File: src/rtl/clk_sched_pkg.sv
// rtl/clk_sched_pkg.sv - shared types and constants for the clock-waveform scheduler
// Contents: state_t (IDLE/DELAY/RUN/STOPPING), cfg_t {div, high, phase}, CFG_W, MIN_DIV.
package clk_sched_pkg;

    localparam int CFG_W = 16;

    // Smallest period that still has both a high and a low cycle.
    localparam logic [CFG_W-1:0] MIN_DIV = CFG_W'(2);

    typedef enum logic [1:0] {
        IDLE,
        DELAY,
        RUN,
        STOPPING
    } state_t;

    typedef struct packed {
        logic [CFG_W-1:0] div;
        logic [CFG_W-1:0] high;
        logic [CFG_W-1:0] phase;
    } cfg_t;

endpackage

File: src/rtl/clk_div_sched_if.sv
// rtl/clk_div_sched_if.sv - configuration handshake bundle for the clock scheduler
// Signals: cfg_valid/cfg_ready handshake, cfg_div/cfg_high/cfg_phase request, cfg_err clamp pulse.
// master drives the request, slave (the scheduler) answers with ready and err.
interface clk_div_sched_if
    import clk_sched_pkg::*;
#(
    parameter int CNT_W = CFG_W
);
    logic             cfg_valid;
    logic             cfg_ready;
    logic [CNT_W-1:0] cfg_div;
    logic [CNT_W-1:0] cfg_high;
    logic [CNT_W-1:0] cfg_phase;
    logic             cfg_err;

    modport master (
        output cfg_valid, cfg_div, cfg_high, cfg_phase,
        input  cfg_ready, cfg_err
    );

    modport slave (
        input  cfg_valid, cfg_div, cfg_high, cfg_phase,
        output cfg_ready, cfg_err
    );
endinterface

File: src/rtl/clk_cfg_clamp.sv
// rtl/clk_cfg_clamp.sv - combinational legalisation of a requested clock configuration
// Ports: div_i/high_i/phase_i requested values; cfg_o legal config; err_o set if any field was clamped.
module clk_cfg_clamp
    import clk_sched_pkg::*;
(
    input  logic [CFG_W-1:0] div_i,
    input  logic [CFG_W-1:0] high_i,
    input  logic [CFG_W-1:0] phase_i,
    output cfg_t             cfg_o,
    output logic             err_o
);
    logic [CFG_W-1:0] div_c;
    logic [CFG_W-1:0] high_nz;
    logic             div_low;
    logic             high_zero;
    logic             high_wide;

    always_comb begin
        div_low   = div_i < MIN_DIV;
        div_c     = div_low ? MIN_DIV : div_i;
        high_zero = high_i == '0;
        high_nz   = high_zero ? CFG_W'(1) : high_i;
        // High time is checked against the already-clamped period so the
        // result always leaves at least one low cycle.
        high_wide = high_nz >= div_c;

        cfg_o.div   = div_c;
        cfg_o.high  = high_wide ? (div_c - CFG_W'(1)) : high_nz;
        cfg_o.phase = phase_i;
        err_o       = div_low || high_zero || high_wide;
    end
endmodule

File: src/rtl/clk_div_sched.sv
// rtl/clk_div_sched.sv - programmable divided-clock generator with glitch-free start/stop
// Ports: clk, rst (sync, active high), enable level request, cfg (slave handshake bundle),
//        clk_out registered divided clock, running (not IDLE), period_tick (last cycle of period).
module clk_div_sched
    import clk_sched_pkg::*;
#(
    parameter int CNT_W     = CFG_W,
    parameter int DEF_DIV   = 4,
    parameter int DEF_HIGH  = 2,
    parameter int DEF_PHASE = 0
)(
    input  logic            clk,
    input  logic            rst,
    input  logic            enable,
    clk_div_sched_if.slave  cfg,
    output logic            clk_out,
    output logic            running,
    output logic            period_tick
);
    localparam cfg_t DEF_CFG = '{
        div:   CFG_W'(DEF_DIV),
        high:  CFG_W'(DEF_HIGH),
        phase: CFG_W'(DEF_PHASE)
    };

    state_t           state_q, state_d;
    logic [CNT_W-1:0] cnt_q, cnt_d;
    cfg_t             act_q, act_d;
    cfg_t             pend_q, pend_d;
    logic             pend_vld_q, pend_vld_d;
    logic             clk_out_q, clk_out_d;
    logic             cfg_err_q, cfg_err_d;

    cfg_t             clamped;
    logic             clamp_err;
    logic             accept;
    logic             last_cnt;
    logic             in_period;
    logic             apply;

    clk_cfg_clamp u_clamp (
        .div_i   (cfg.cfg_div),
        .high_i  (cfg.cfg_high),
        .phase_i (cfg.cfg_phase),
        .cfg_o   (clamped),
        .err_o   (clamp_err)
    );

    assign cfg.cfg_ready = !pend_vld_q;
    assign cfg.cfg_err   = cfg_err_q;
    assign clk_out       = clk_out_q;
    assign running       = state_q != IDLE;
    assign period_tick   = in_period && last_cnt;

    always_comb begin
        accept    = cfg.cfg_valid && !pend_vld_q;
        last_cnt  = cnt_q == (act_q.div - CFG_W'(1));
        in_period = (state_q == RUN) || (state_q == STOPPING);
        // Pending config lands either straight away when idle or exactly on a
        // period boundary, so a running waveform never sees a partial period.
        apply     = pend_vld_q && ((state_q == IDLE) || (in_period && last_cnt));

        act_d      = apply ? pend_q : act_q;
        pend_d     = accept ? clamped : pend_q;
        pend_vld_d = pend_vld_q;
        if (apply) begin
            pend_vld_d = 1'b0;
        end
        if (accept) begin
            pend_vld_d = 1'b1;
        end
        cfg_err_d = accept && clamp_err;

        state_d = state_q;
        cnt_d   = cnt_q;
        unique case (state_q)
            IDLE: begin
                cnt_d = '0;
                if (enable) begin
                    state_d = (act_d.phase == '0) ? RUN : DELAY;
                end
            end
            DELAY: begin
                if (!enable) begin
                    state_d = IDLE;
                    cnt_d   = '0;
                end else if (cnt_q == (act_q.phase - CFG_W'(1))) begin
                    state_d = RUN;
                    cnt_d   = '0;
                end else begin
                    cnt_d = cnt_q + CNT_W'(1);
                end
            end
            RUN: begin
                if (last_cnt) begin
                    cnt_d = '0;
                    // Dropping enable on the final cycle ends cleanly here;
                    // entering STOPPING would start a fresh period.
                    if (!enable) begin
                        state_d = IDLE;
                    end
                end else begin
                    cnt_d = cnt_q + CNT_W'(1);
                    if (!enable) begin
                        state_d = STOPPING;
                    end
                end
            end
            STOPPING: begin
                if (last_cnt) begin
                    cnt_d   = '0;
                    state_d = enable ? RUN : IDLE;
                end else begin
                    cnt_d = cnt_q + CNT_W'(1);
                    if (enable) begin
                        state_d = RUN;
                    end
                end
            end
            default: begin
                state_d = IDLE;
                cnt_d   = '0;
            end
        endcase

        clk_out_d = ((state_d == RUN) || (state_d == STOPPING)) && (cnt_d < act_d.high);
    end

    always_ff @(posedge clk) begin
        if (rst) begin
            state_q    <= IDLE;
            cnt_q      <= '0;
            act_q      <= DEF_CFG;
            pend_q     <= '0;
            pend_vld_q <= 1'b0;
            clk_out_q  <= 1'b0;
            cfg_err_q  <= 1'b0;
        end else begin
            state_q    <= state_d;
            cnt_q      <= cnt_d;
            act_q      <= act_d;
            pend_q     <= pend_d;
            pend_vld_q <= pend_vld_d;
            clk_out_q  <= clk_out_d;
            cfg_err_q  <= cfg_err_d;
        end
    end
endmodule

File: src/flat_wrapper.sv
// flat-port wrapper written by rule: the top's interface ports become plain ports
module clk_div_sched_flat import clk_sched_pkg::*;
#(
    parameter int CNT_W     = CFG_W,
    parameter int DEF_DIV   = 4,
    parameter int DEF_HIGH  = 2,
    parameter int DEF_PHASE = 0
)
  (clk, rst, enable, clk_out, running, period_tick, cfg_cfg_valid, cfg_cfg_div, cfg_cfg_high, cfg_cfg_phase, cfg_cfg_ready, cfg_cfg_err);
  clk_div_sched_if #(.CNT_W(CNT_W)) cfg_i ();
  input  logic clk;
  input  logic rst;
  input  logic enable;
  output logic clk_out;
  output logic running;
  output logic period_tick;
  input wire logic [$bits(cfg_i.cfg_valid)-1:0] cfg_cfg_valid;
  input wire logic [$bits(cfg_i.cfg_div)-1:0] cfg_cfg_div;
  input wire logic [$bits(cfg_i.cfg_high)-1:0] cfg_cfg_high;
  input wire logic [$bits(cfg_i.cfg_phase)-1:0] cfg_cfg_phase;
  output wire logic [$bits(cfg_i.cfg_ready)-1:0] cfg_cfg_ready;
  output wire logic [$bits(cfg_i.cfg_err)-1:0] cfg_cfg_err;
  assign cfg_i.cfg_valid = cfg_cfg_valid;
  assign cfg_i.cfg_div = cfg_cfg_div;
  assign cfg_i.cfg_high = cfg_cfg_high;
  assign cfg_i.cfg_phase = cfg_cfg_phase;
  assign cfg_cfg_ready = cfg_i.cfg_ready;
  assign cfg_cfg_err = cfg_i.cfg_err;
  clk_div_sched #(.CNT_W(CNT_W), .DEF_DIV(DEF_DIV), .DEF_HIGH(DEF_HIGH), .DEF_PHASE(DEF_PHASE)) u_core (.clk(clk), .rst(rst), .enable(enable), .cfg(cfg_i), .clk_out(clk_out), .running(running), .period_tick(period_tick));
endmodule
File: config.mk
export PLATFORM = sky130hd
export DESIGN_NAME = clk_div_sched_flat
export DESIGN_NICKNAME = d
export VERILOG_FILES = /design/src/rtl/clk_sched_pkg.sv /design/src/rtl/clk_div_sched_if.sv /design/src/rtl/clk_cfg_clamp.sv /design/src/rtl/clk_div_sched.sv /design/src/flat_wrapper.sv
export SDC_FILE = /design/constraint.sdc
export NUM_CORES = 1
export LEC_CHECK = 0
export ABC_CLOCK_PERIOD_IN_PS = 5100
export CELL_PAD_IN_SITES_DETAIL_PLACEMENT = 0
export CELL_PAD_IN_SITES_GLOBAL_PLACEMENT = 1
export CORE_MARGIN = 10
export CORE_UTILIZATION = 40
export DETAILED_ROUTE_END_ITERATION = 8
export HOLD_SLACK_MARGIN = 0.05
export PLACE_DENSITY = 0.82
export SYNTH_ARGS = -nofsm -noshare
export SYNTH_HDL_FRONTEND = slang
export SYNTH_SLANG_ARGS = --single-unit
File: constraint.sdc
create_clock -name clk -period 5.1 [get_ports clk]
set_input_delay 1.02 -clock clk [delete_from_list [all_inputs] [get_ports clk]]
set_output_delay 1.02 -clock clk [all_outputs]
set_load 0.05 [all_outputs]
==> results of run 1 <==
[worst max-delay path, stage by stage, from the launching register on]
cell	delay, ns
dfxtp_1	0.36
inv_1	0.08
ha_2	0.25
or4b_4	0.54
or4_1	0.56
a211oi_2	0.20
a311o_2	0.16
o21ai_2	0.11
nor2_1	0.20
clkdlybuf4s50_1	0.84
[logic make-up (layout without fill, tap and decap cells)]
logic type | count (synthesis) | after routing | synth area share
and+or+nand+nor | 326 | 326 | 0.237
buffers and inverters | 111 | 148 | 0.0660
DFF | 117 | 117 | 0.336
muxes | 10 | 10 | 0.0145
adders and majority gates | 35 | 35 | 0.0628
AOI/OAI and AO/OA | 227 | 227 | 0.197
xor gates and xnor gates | 69 | 69 | 0.0867
[power breakdown]
part | internal [µW] | total, µW | switching [µW]
clock | 771 | 1180 | 409
sequential | 963 | 1000 | 40.6
combinational | 219 | 542 | 324
total | 1950 | 2730 | 774
[Yosys cell counts, drive strengths merged, types with 8 or more instances]
| library cell | instances |
|---|---|
| mux2i | 9 |
| xnor2 | 47 |
| a21oi | 94 |
| nor3 | 28 |
| xor2 | 22 |
| buf | 21 |
| nand4 | 13 |
| ha | 35 |
| a21o | 8 |
| dfxtp | 117 |
| inv | 30 |
| nor2b | 9 |
| and2 | 17 |
| clkbuf | 59 |
| nor2 | 41 |
| and3 | 10 |
| o21ai | 56 |
| o22ai | 11 |
| nand3 | 63 |
| a211oi | 10 |
| nand2 | 92 |
| nor4 | 22 |
[layout by cell type (no fill, tap or decap), drive strengths merged, types with 21 or more instances in the layout]
| cell | synthesis | final |
|---|---|---|
| dfxtp | 117 | 117 |
| a21oi | 94 | 94 |
| nand2 | 92 | 92 |
| nand3 | 63 | 63 |
| o21ai | 56 | 56 |
| clkdlybuf4s50 | 0 | 55 |
| xnor2 | 47 | 47 |
| nor2 | 41 | 41 |
| ha | 35 | 35 |
| buf | 21 | 32 |
| inv | 30 | 30 |
| nor3 | 28 | 28 |
| xor2 | 22 | 22 |
| nor4 | 22 | 22 |
| clkbuf | 59 | 21 |
[sequential cells by signal (all words and copies together) (netlist names)]
signal / flops
u_core.clk_out: 1
u_core.pend_q: 48
u_core.cfg.cfg_err: 1
u_core.pend_vld_q: 1
u_core.act_q: 48
u_core.cnt_q: 16
u_core.state_q: 2
[path summary, 6_finish.rpt]
check | startpoint | slack, ns | cells past startpoint | end
worst max-delay path | u_core.act_q[33]$_SDFFE_PP0N_ | 0.39 | 9 | period_tick
worst min-delay path | u_core.pend_q[16]$_SDFFE_PP0P_ | 0.46 | 2 | u_core.pend_q[16]$_SDFFE_PP0P_
worst max register to register | u_core.act_q[33]$_SDFFE_PP0N_ | 0.39 | 19 | u_core.clk_out$_SDFF_PP0_
worst min register to register | u_core.pend_q[16]$_SDFFE_PP0P_ | 0.46 | 2 | u_core.pend_q[16]$_SDFFE_PP0P_
[through the flow]
step / std cells / setup slack (ns)
after floorplan: 895 / 0.681
after global placement: 1127 / 0.359
after detailed placement: 1127 / 0.271
final: 1157 / 0.389
after global routing: 1157 / 0.0446
after CTS: 1157 / 0.222
[timing repair]
action / CTS / global route
gates resized for setup: 0 / 4
setup buffers: 0 / 0
hold buffers: 0 / 0
setup endpoints to repair: 0 / 1
[routing by layer]
| metal | vias to the layer above | routed length, µm | GRT usage |
|---|---|---|---|
| li1 | 3234 | - | - |
| met1 | 3047 | 9730 | 0.235 |
| met2 | 161 | 8800 | 0.252 |
| met3 | 22 | 980 | 0.0336 |
| met4 | 0 | 310 | 0.0546 |
| met5 | - | 0 | 0 |
[cell type report]
cell class,count,area share
multi-input cells,667,0.505
flip-flops and latches,117,0.281
repair buffers,87,0.0963
clock buffers,21,0.0540
well taps,225,0.0338
clock inverters,9,0.0156
inverters,31,0.0140
==> results.json, run 1 <==
{
  "status": "finished, final reports clean",
  "yosysWarnings": 0,
  "vias": 6464,
  "htree_levels": 4,
  "synth_area_leaders": "dfxtp_1 34%, a21oi_1 6.7%, ha_1 6.3%, xnor2_1 5.9%, nand2_1 5.0%",
  "synth_top_area_frac": 0.336,
  "netlist_area_um2": 6970,
  "totalWireLength_mm": 19.8,
  "powerDensity_nw_per_um2": 327,
  "finalSetupViolCount": 0,
  "grt_overflow_total": 0,
  "register_area_um2": 2340,
  "critPathMaxFanout": 8,
  "fin_worst_skew_ns": 0.00573,
  "root_buffer": "clkbuf_16",
  "drive_gt1_frac": 0.0891,
  "maxCapViolations": 0,
  "ant_nets": 0,
  "wl_per_cell_um": 17.1,
  "yosysTopAreaCell": "dfxtp_1",
  "slew_violations": 0,
  "gp_congestion": 0.958,
  "multi_input_area_um2": 4210,
  "final_cell_area_um2": 8340,
  "tns_ns": 0,
  "synth_enable_flop_cells": 0,
  "hold_ws_ns": 0.456,
  "cp-start-kind": "flop",
  "hold_violations": 0,
  "place_area_um2": 7740,
  "grt_pass1_wl_mm": 32.5,
  "synthCells": 895,
  "max_freq_mhz": 212,
  "cts_buffer_depth": 2,
  "clock_latency_ns": 0.42,
  "place_hpwl_mm": 14.6,
  "clk_pin_slew_ns": 0.05,
  "avgViaCountPerCell": 5.59,
  "rows": 48,
  "fin_util": 0.485,
  "dr.pass1.iters": 5,
  "n_antenna_cell": 0,
  "numCtsBuffers": 17,
  "port_buffers": 56,
  "total_leakage_power_uw": 0.00317,
  "fillers": 1797,
  "die_h_um": 152,
  "synthArstFlopShare": 0,
  "peakVddDrop_uv": 224,
  "synth_nets": 982,
  "clock_sinks": 117,
  "crit_path_end_kind": "output port",
  "min_path_type": "reg -> reg",
  "cts_tree": "yes",
  "io_pins": 57,
  "ys_types": 66,
  "synthFlopType": "dfxtp_1",
  "critical_path_arrival_ns": 3.69,
  "grt_antenna_before_repair": 0,
  "first_global_vias": 6060,
  "min_period_over_period": 0.924,
  "drc_errors": 0,
  "synth_seq_cells": 117,
  "drt_iter0_drc": 542,
  "path_class": "reg -> out",
  "floorplan.initialDensity": 0.406,
  "syn_area_per_cell_um2": 7.79,
  "nNetsFinal": 1008,
  "period_needed_ns": 4.71,
  "dieWidth_um": 152,
  "grt_max_degree": 87,
  "grt_usage": 0.168,
  "syn_to_final_growth_pct": 19.6,
  "tightest_slew_ns": 0.916,
  "dieArea_um2": 23100,
  "ys_seq_area_frac": 0.336,
  "finalPower_uw": 2730,
  "maxSlewHeadroom": 0.389,
  "required_ns": 4.08,
  "rsz0062_at_grt": "false",
  "core_um2": 17200
}
(Power assumes the default switching activity.)
==> run 2, diff against run 1 <==
--- a/config.mk
+++ b/config.mk
@@ -8,11 +8,12 @@
 export ABC_CLOCK_PERIOD_IN_PS = 5100
 export CELL_PAD_IN_SITES_DETAIL_PLACEMENT = 0
 export CELL_PAD_IN_SITES_GLOBAL_PLACEMENT = 1
-export CORE_MARGIN = 10
+export CORE_MARGIN = 4
 export CORE_UTILIZATION = 40
 export DETAILED_ROUTE_END_ITERATION = 8
 export HOLD_SLACK_MARGIN = 0.05
 export PLACE_DENSITY = 0.82
+export SLEW_MARGIN = 40
 export SYNTH_ARGS = -nofsm -noshare
 export SYNTH_HDL_FRONTEND = slang
 export SYNTH_SLANG_ARGS = --single-unit
==> results.json, run 2 (synthesized netlist as in run 1, its figures left out) <==
{
  "status": "finished, final reports clean",
  "rsz0062_at_grt": "false",
  "crit_chain": "inv_1 > ha_1 > or4b_1 > or4_1 > a211oi_2 > a311o_2 > o21ai_2 > nor2_1 > clkdlybuf4s50_1",
  "grt_max_degree": 89,
  "finalSetupViolCount": 0,
  "wl_per_cell_um": 16.8,
  "maxSlewHeadroom": 0.462,
  "p_int_uw": 1930,
  "totalWireLength_mm": 19.5,
  "p_seq_frac": 0.369,
  "vias": 6418,
  "drc_errors": 0,
  "fin_util": 0.486,
  "numCtsBuffers": 17,
  "hold_ws_ns": 0.455,
  "critPathMaxStageDelay_ns": 0.84,
  "powerDensity_nw_per_um2": 325,
  "dieArea_um2": 19600,
  "gp_congestion": 0.961,
  "final_common_cell": "dfxtp_1",
  "dieWidth_um": 140,
  "die_h_um": 140,
  "min_period_over_period": 0.961,
  "slew_violations": 0,
  "drive_gt1_frac": 0.0897,
  "critPathMaxFanout": 8,
  "gr-usage-met3": 0.0348,
  "pre_cts_slack_ns": 0.334,
  "required_ns": 4.08,
  "ant_nets": 0,
  "clock_sinks": 117,
  "swShare": 0.289,
  "critical_path_arrival_ns": 3.88,
  "cts_buffer_depth": 2,
  "first_global_vias": 5879,
  "setup_ws_ns": 0.199,
  "min_path_type": "reg -> reg",
  "maxCapViolations": 0,
  "n_antenna_cell": 0,
  "clock_latency_ns": 0.42,
  "grt_usage": 0.198,
  "port_buffers": 56,
  "finalPower_uw": 2710,
  "avgViaCountPerCell": 5.53,
  "global_route.usage.met2": 0.301,
  "p_sw_uw": 782,
  "nNetsFinal": 1011,
  "core_um2": 17200,
  "power_frac_clock": 0.427,
  "top_usage_layer": "met2",
  "floorplan.initialDensity": 0.406,
  "cp_slowest_cell": "clkdlybuf4s50_1",
  "syn_to_final_growth_pct": 19.7,
  "biggestRegsByFlops": "u_core.act_q: 48 flops, u_core.pend_q: 48 flops, u_core.cnt_q: 16 flops",
  "tightest_slew_ns": 0.806,
  "grt_util_met1": 0.290,
  "peakVddDrop_uv": 166,
  "period_needed_ns": 4.90,
  "crit_path_end_kind": "output port",
  "io_pins": 57,
  "grt_antenna_before_repair": 0,
  "fin_worst_skew_ns": 0.00922,
  "total_leakage_power_uw": 0.00319,
  "final_cell_mix": "116 x dfxtp_1, 94 x a21oi_1, 92 x nand2_1",
  "rows": 48,
  "dr.pass1.iters": 5,
  "path_class": "reg -> out",
  "root_buffer": "clkbuf_16",
  "cts_tree": "yes",
  "tns_ns": 0,
  "cp-start-kind": "flop",
  "clk_pin_slew_ns": 0.06,
  "p_comb_frac": 0.204,
  "grt_pass1_wl_mm": 31.4,
  "htree_levels": 4,
  "grt_overflow_total": 0,
  "place_hpwl_mm": 14.4,
  "hold_buffers": 0,
  "drt_iter0_drc": 557,
  "hold_violations": 0,
  "max_freq_mhz": 204
}
## run 2: critical path, delay by kind of cell (launching register included)
family          cells  cell delay [ns]
buf+inv             2             0.92
compound gates      3             0.46
simple gates        3             1.42
fa+ha+maj           1             0.28
flops               1             0.38
## run 2: layer usage
metal / share of wire / vias up
li1: - / 3246
met1: 0.50 / 2997
met2: 0.45 / 152
met3: 0.044 / 23
met4: 0.012 / 0
met5: 0 / -
## run 2: layout make-up
cell class | count | area [µm²]
clock buffers | 22 | 464
clock inverters | 9 | 104
fillers | 1751 | 8830
inverters | 31 | 116
multi-input cells | 667 | 4200
flip-flops and latches | 117 | 2340
well taps | 225 | 282
repair buffers | 90 | 842
## run 2: what timing repair did
action                                  in CTS  in global routing
resized for setup                            0                  1
endpoints found under the setup margin       0                  1
setup buffers                                0                  2
## run 2: path summary, 6_finish.rpt
check | startpoint | to | slack (ns) | cells past startpoint
setup / recovery | u_core.act_q[32]$_SDFFE_PP0N_ | period_tick | 0.20 | 9
hold / removal | u_core.pend_q[35]$_SDFFE_PP0P_ | u_core.pend_q[35]$_SDFFE_PP0P_ | 0.46 | 2
setup reg to reg | u_core.act_q[32]$_SDFFE_PP0N_ | u_core.clk_out$_SDFF_PP0_ | 0.44 | 18
hold reg to reg | u_core.pend_q[35]$_SDFFE_PP0P_ | u_core.pend_q[35]$_SDFFE_PP0P_ | 0.46 | 2
## run 2: power groups by stage
stage,sequential (µW),combinational [µW],clock (µW)
final,1000,553,1160
after floorplan,1010,370,0
after global placement,1020,539,0
after CTS,1000,541,1170
after global routing,1010,609,1220
after detailed placement,1020,539,0
## run 2: stage by stage
stage	cell area (µm²)	cells
after floorplan	6970	895
after global placement	7740	1128
after detailed placement	7750	1128
after CTS	8320	1159
after global routing	8350	1161
final	8350	1161
==> run 3, diff against run 2 <==
--- a/config.mk
+++ b/config.mk
@@ -9,11 +9,11 @@
 export CELL_PAD_IN_SITES_DETAIL_PLACEMENT = 0
 export CELL_PAD_IN_SITES_GLOBAL_PLACEMENT = 1
 export CORE_MARGIN = 4
-export CORE_UTILIZATION = 40
+export CORE_UTILIZATION = 25
 export DETAILED_ROUTE_END_ITERATION = 8
 export HOLD_SLACK_MARGIN = 0.05
-export PLACE_DENSITY = 0.82
-export SLEW_MARGIN = 40
+export PLACE_DENSITY = 0.58
+export SLEW_MARGIN = 20
 export SYNTH_ARGS = -nofsm -noshare
 export SYNTH_HDL_FRONTEND = slang
 export SYNTH_SLANG_ARGS = --single-unit
==> results.json, run 3 (synthesized netlist as in run 1, its figures left out) <==
{
  "die_h_um": 175,
  "dieArea_um2": 30600,
  "grt_antenna_before_repair": 0,
  "hold_ws_ns": 0.458,
  "finalPower_uw": 2760,
  "ant_nets": 0,
  "hold_violations": 0,
  "crit_chain": "inv_1 > ha_1 > or4b_4 > or4_1 > a211oi_2 > a311o_2 > o21a_1 > a21boi_4 > buf_4 > o21ai_0 > and2_1 > ha_1 > a21oi_1 > o21ai_0 > a21oi_1 > o2111ai_1 > a2111o_1 > a211oi_2",
  "grt_max_degree": 89,
  "place_area_um2": 7980,
  "critPathMaxFanout": 29,
  "finalSetupViolCount": 0,
  "cts_tree": "yes",
  "p_int_uw": 1880,
  "tns_ns": 0,
  "final_cell_mix": "116 x dfxtp_1, 94 x a21oi_1, 92 x nand2_1",
  "gp_congestion": 0.873,
  "maxCapViolations": 0,
  "avgViaCountPerCell": 4.85,
  "cp-start-kind": "flop",
  "powerDensity_nw_per_um2": 320,
  "drive_gt1_frac": 0.103,
  "numCtsBuffers": 17,
  "grt_overflow_total": 0,
  "grt_usage": 0.145,
  "clk_pin_slew_ns": 0.06,
  "nNetsFinal": 1017,
  "r2r_slack_ns": 0.42,
  "rsz0062_at_grt": "false",
  "slew_violations": 0,
  "root_buffer": "clkbuf_16",
  "core_um2": 27200,
  "status": "finished, final reports clean",
  "p_sw_uw": 874,
  "swShare": 0.317,
  "clock_sinks": 117,
  "crit_path_end_kind": "flop",
  "dr.pass1.iters": 5,
  "floorplan.initialDensity": 0.257,
  "min_path_type": "reg -> reg",
  "cp_slowest_cell": "or4b_4",
  "first_global_vias": 6228,
  "grt_pass1_wl_mm": 35.4,
  "p_comb_frac": 0.207,
  "biggestRegsByFlops": "u_core.act_q: 48 flops, u_core.pend_q: 48 flops, u_core.cnt_q: 16 flops",
  "htree_levels": 4,
  "drt_iter0_drc": 402,
  "final_cell_area_um2": 8610,
  "p_seq_frac": 0.363,
  "required_ns": 5.44,
  "io_pins": 57,
  "final_common_cell": "dfxtp_1",
  "peakVddDrop_uv": 205,
  "maxSlewHeadroom": 0.327,
  "cts_buffer_depth": 2,
  "min_period_over_period": 0.919,
  "path_class": "reg -> reg",
  "critPathMaxStageDelay_ns": 0.57,
  "totalWireLength_mm": 21.9,
  "rows": 60,
  "port_buffers": 56,
  "period_needed_ns": 4.68,
  "drc_errors": 0,
  "total_leakage_power_uw": 0.00325,
  "syn_to_final_growth_pct": 23.4,
  "dieWidth_um": 175,
  "max_freq_mhz": 213,
  "wl_per_cell_um": 16.7,
  "power_frac_clock": 0.430,
  "vias": 6382,
  "clock_latency_ns": 0.42,
  "fin_worst_skew_ns": 0.0113,
  "path_delay_family": "compound AO/OA/AOI/OAI gates",
  "crit_buf_inv": 2,
  "tightest_slew_ns": 1.01,
  "place_hpwl_mm": 16.4,
  "critical_path_arrival_ns": 5.02,
  "n_antenna_cell": 0
}
run 3: cell count changes in the layout (fill, tap and decap cells not counted), sizes merged:
cell / before / now
dlymetal6s2s: 0 / 1
buf: 35 / 41
clkdlybuf4s50: 55 / 54
bufinv: 2 / 1
inv: 30 / 41
clkbuf: 22 / 17
clkinv: 6 / 2
run 3: worst reg2reg max path, stage by stage, from the launching register on:
cell,delay (ns)
dfxtp_1,0.37
inv_1,0.08
ha_1,0.29
or4b_4,0.57
or4_1,0.56
a211oi_2,0.20
a311o_2,0.15
o21a_1,0.20
a21boi_4,0.13
buf_4,0.25
o21ai_0,0.21
and2_1,0.16
ha_1,0.25
a21oi_1,0.14
o21ai_0,0.09
a21oi_1,0.18
o2111ai_1,0.16
a2111o_1,0.42
a211oi_2,0.19
run 3: worst paths after layout:
path,depth (start not counted),to,startpoint
worst min register to register,2,u_core.pend_q[45]$_SDFFE_PP0P_,u_core.pend_q[45]$_SDFFE_PP0P_
worst max-delay path,18,u_core.clk_out$_SDFF_PP0_,u_core.act_q[33]$_SDFFE_PP0N_
worst max register to register,18,u_core.clk_out$_SDFF_PP0_,u_core.act_q[33]$_SDFFE_PP0N_
worst min-delay path,2,u_core.pend_q[45]$_SDFFE_PP0P_,u_core.pend_q[45]$_SDFFE_PP0P_
run 3: cell type report:
cell class | instances | area [µm²]
Fill cell | 3012 | 18600
Multi-Input combinational cell | 667 | 4220
Sequential cell | 117 | 2340
Timing Repair Buffer | 96 | 886
Tap cell | 372 | 465
Clock buffer | 17 | 425
Clock inverter | 15 | 155
Inverter | 31 | 116
run 3: through the flow:
| stage | instances | setup WS (ns) | util |
|---|---|---|---|
| finish | 1315 | 0.415 | 0.317 |
| global route | 1315 | 0.0222 | 0.317 |
| CTS | 1314 | 0.0953 | 0.315 |
| detailed placement | 1282 | 0.274 | 0.294 |
| global placement | 1282 | 0.299 | 0.294 |
| floorplan | 895 | 0.681 | - |
run 3: power groups by stage:
| stage | combinational [µW] | sequential [µW] | clock, µW |
|---|---|---|---|
| finish | 570 | 1000 | 1190 |
| global route | 634 | 1010 | 1260 |
| CTS | 563 | 999 | 1210 |
| detailed placement | 560 | 1020 | 0 |
| global placement | 563 | 1020 | 0 |
| floorplan | 370 | 1010 | 0 |
run 3: timing repair:
action                                  4_1_cts  5_1_grt
buffers inserted                              0        1
endpoints found under the setup margin        0        2
hold buffers                                  0        0
resized for setup                             0        6
run 3: per-layer routing:
metal	vias to the layer above	GRT usage	wire length, µm
li1	3246	-	-
met1	2989	0.214	11400
met2	129	0.214	9550
met3	18	0.0303	758
met4	0	0.0412	257
met5	-	0	0
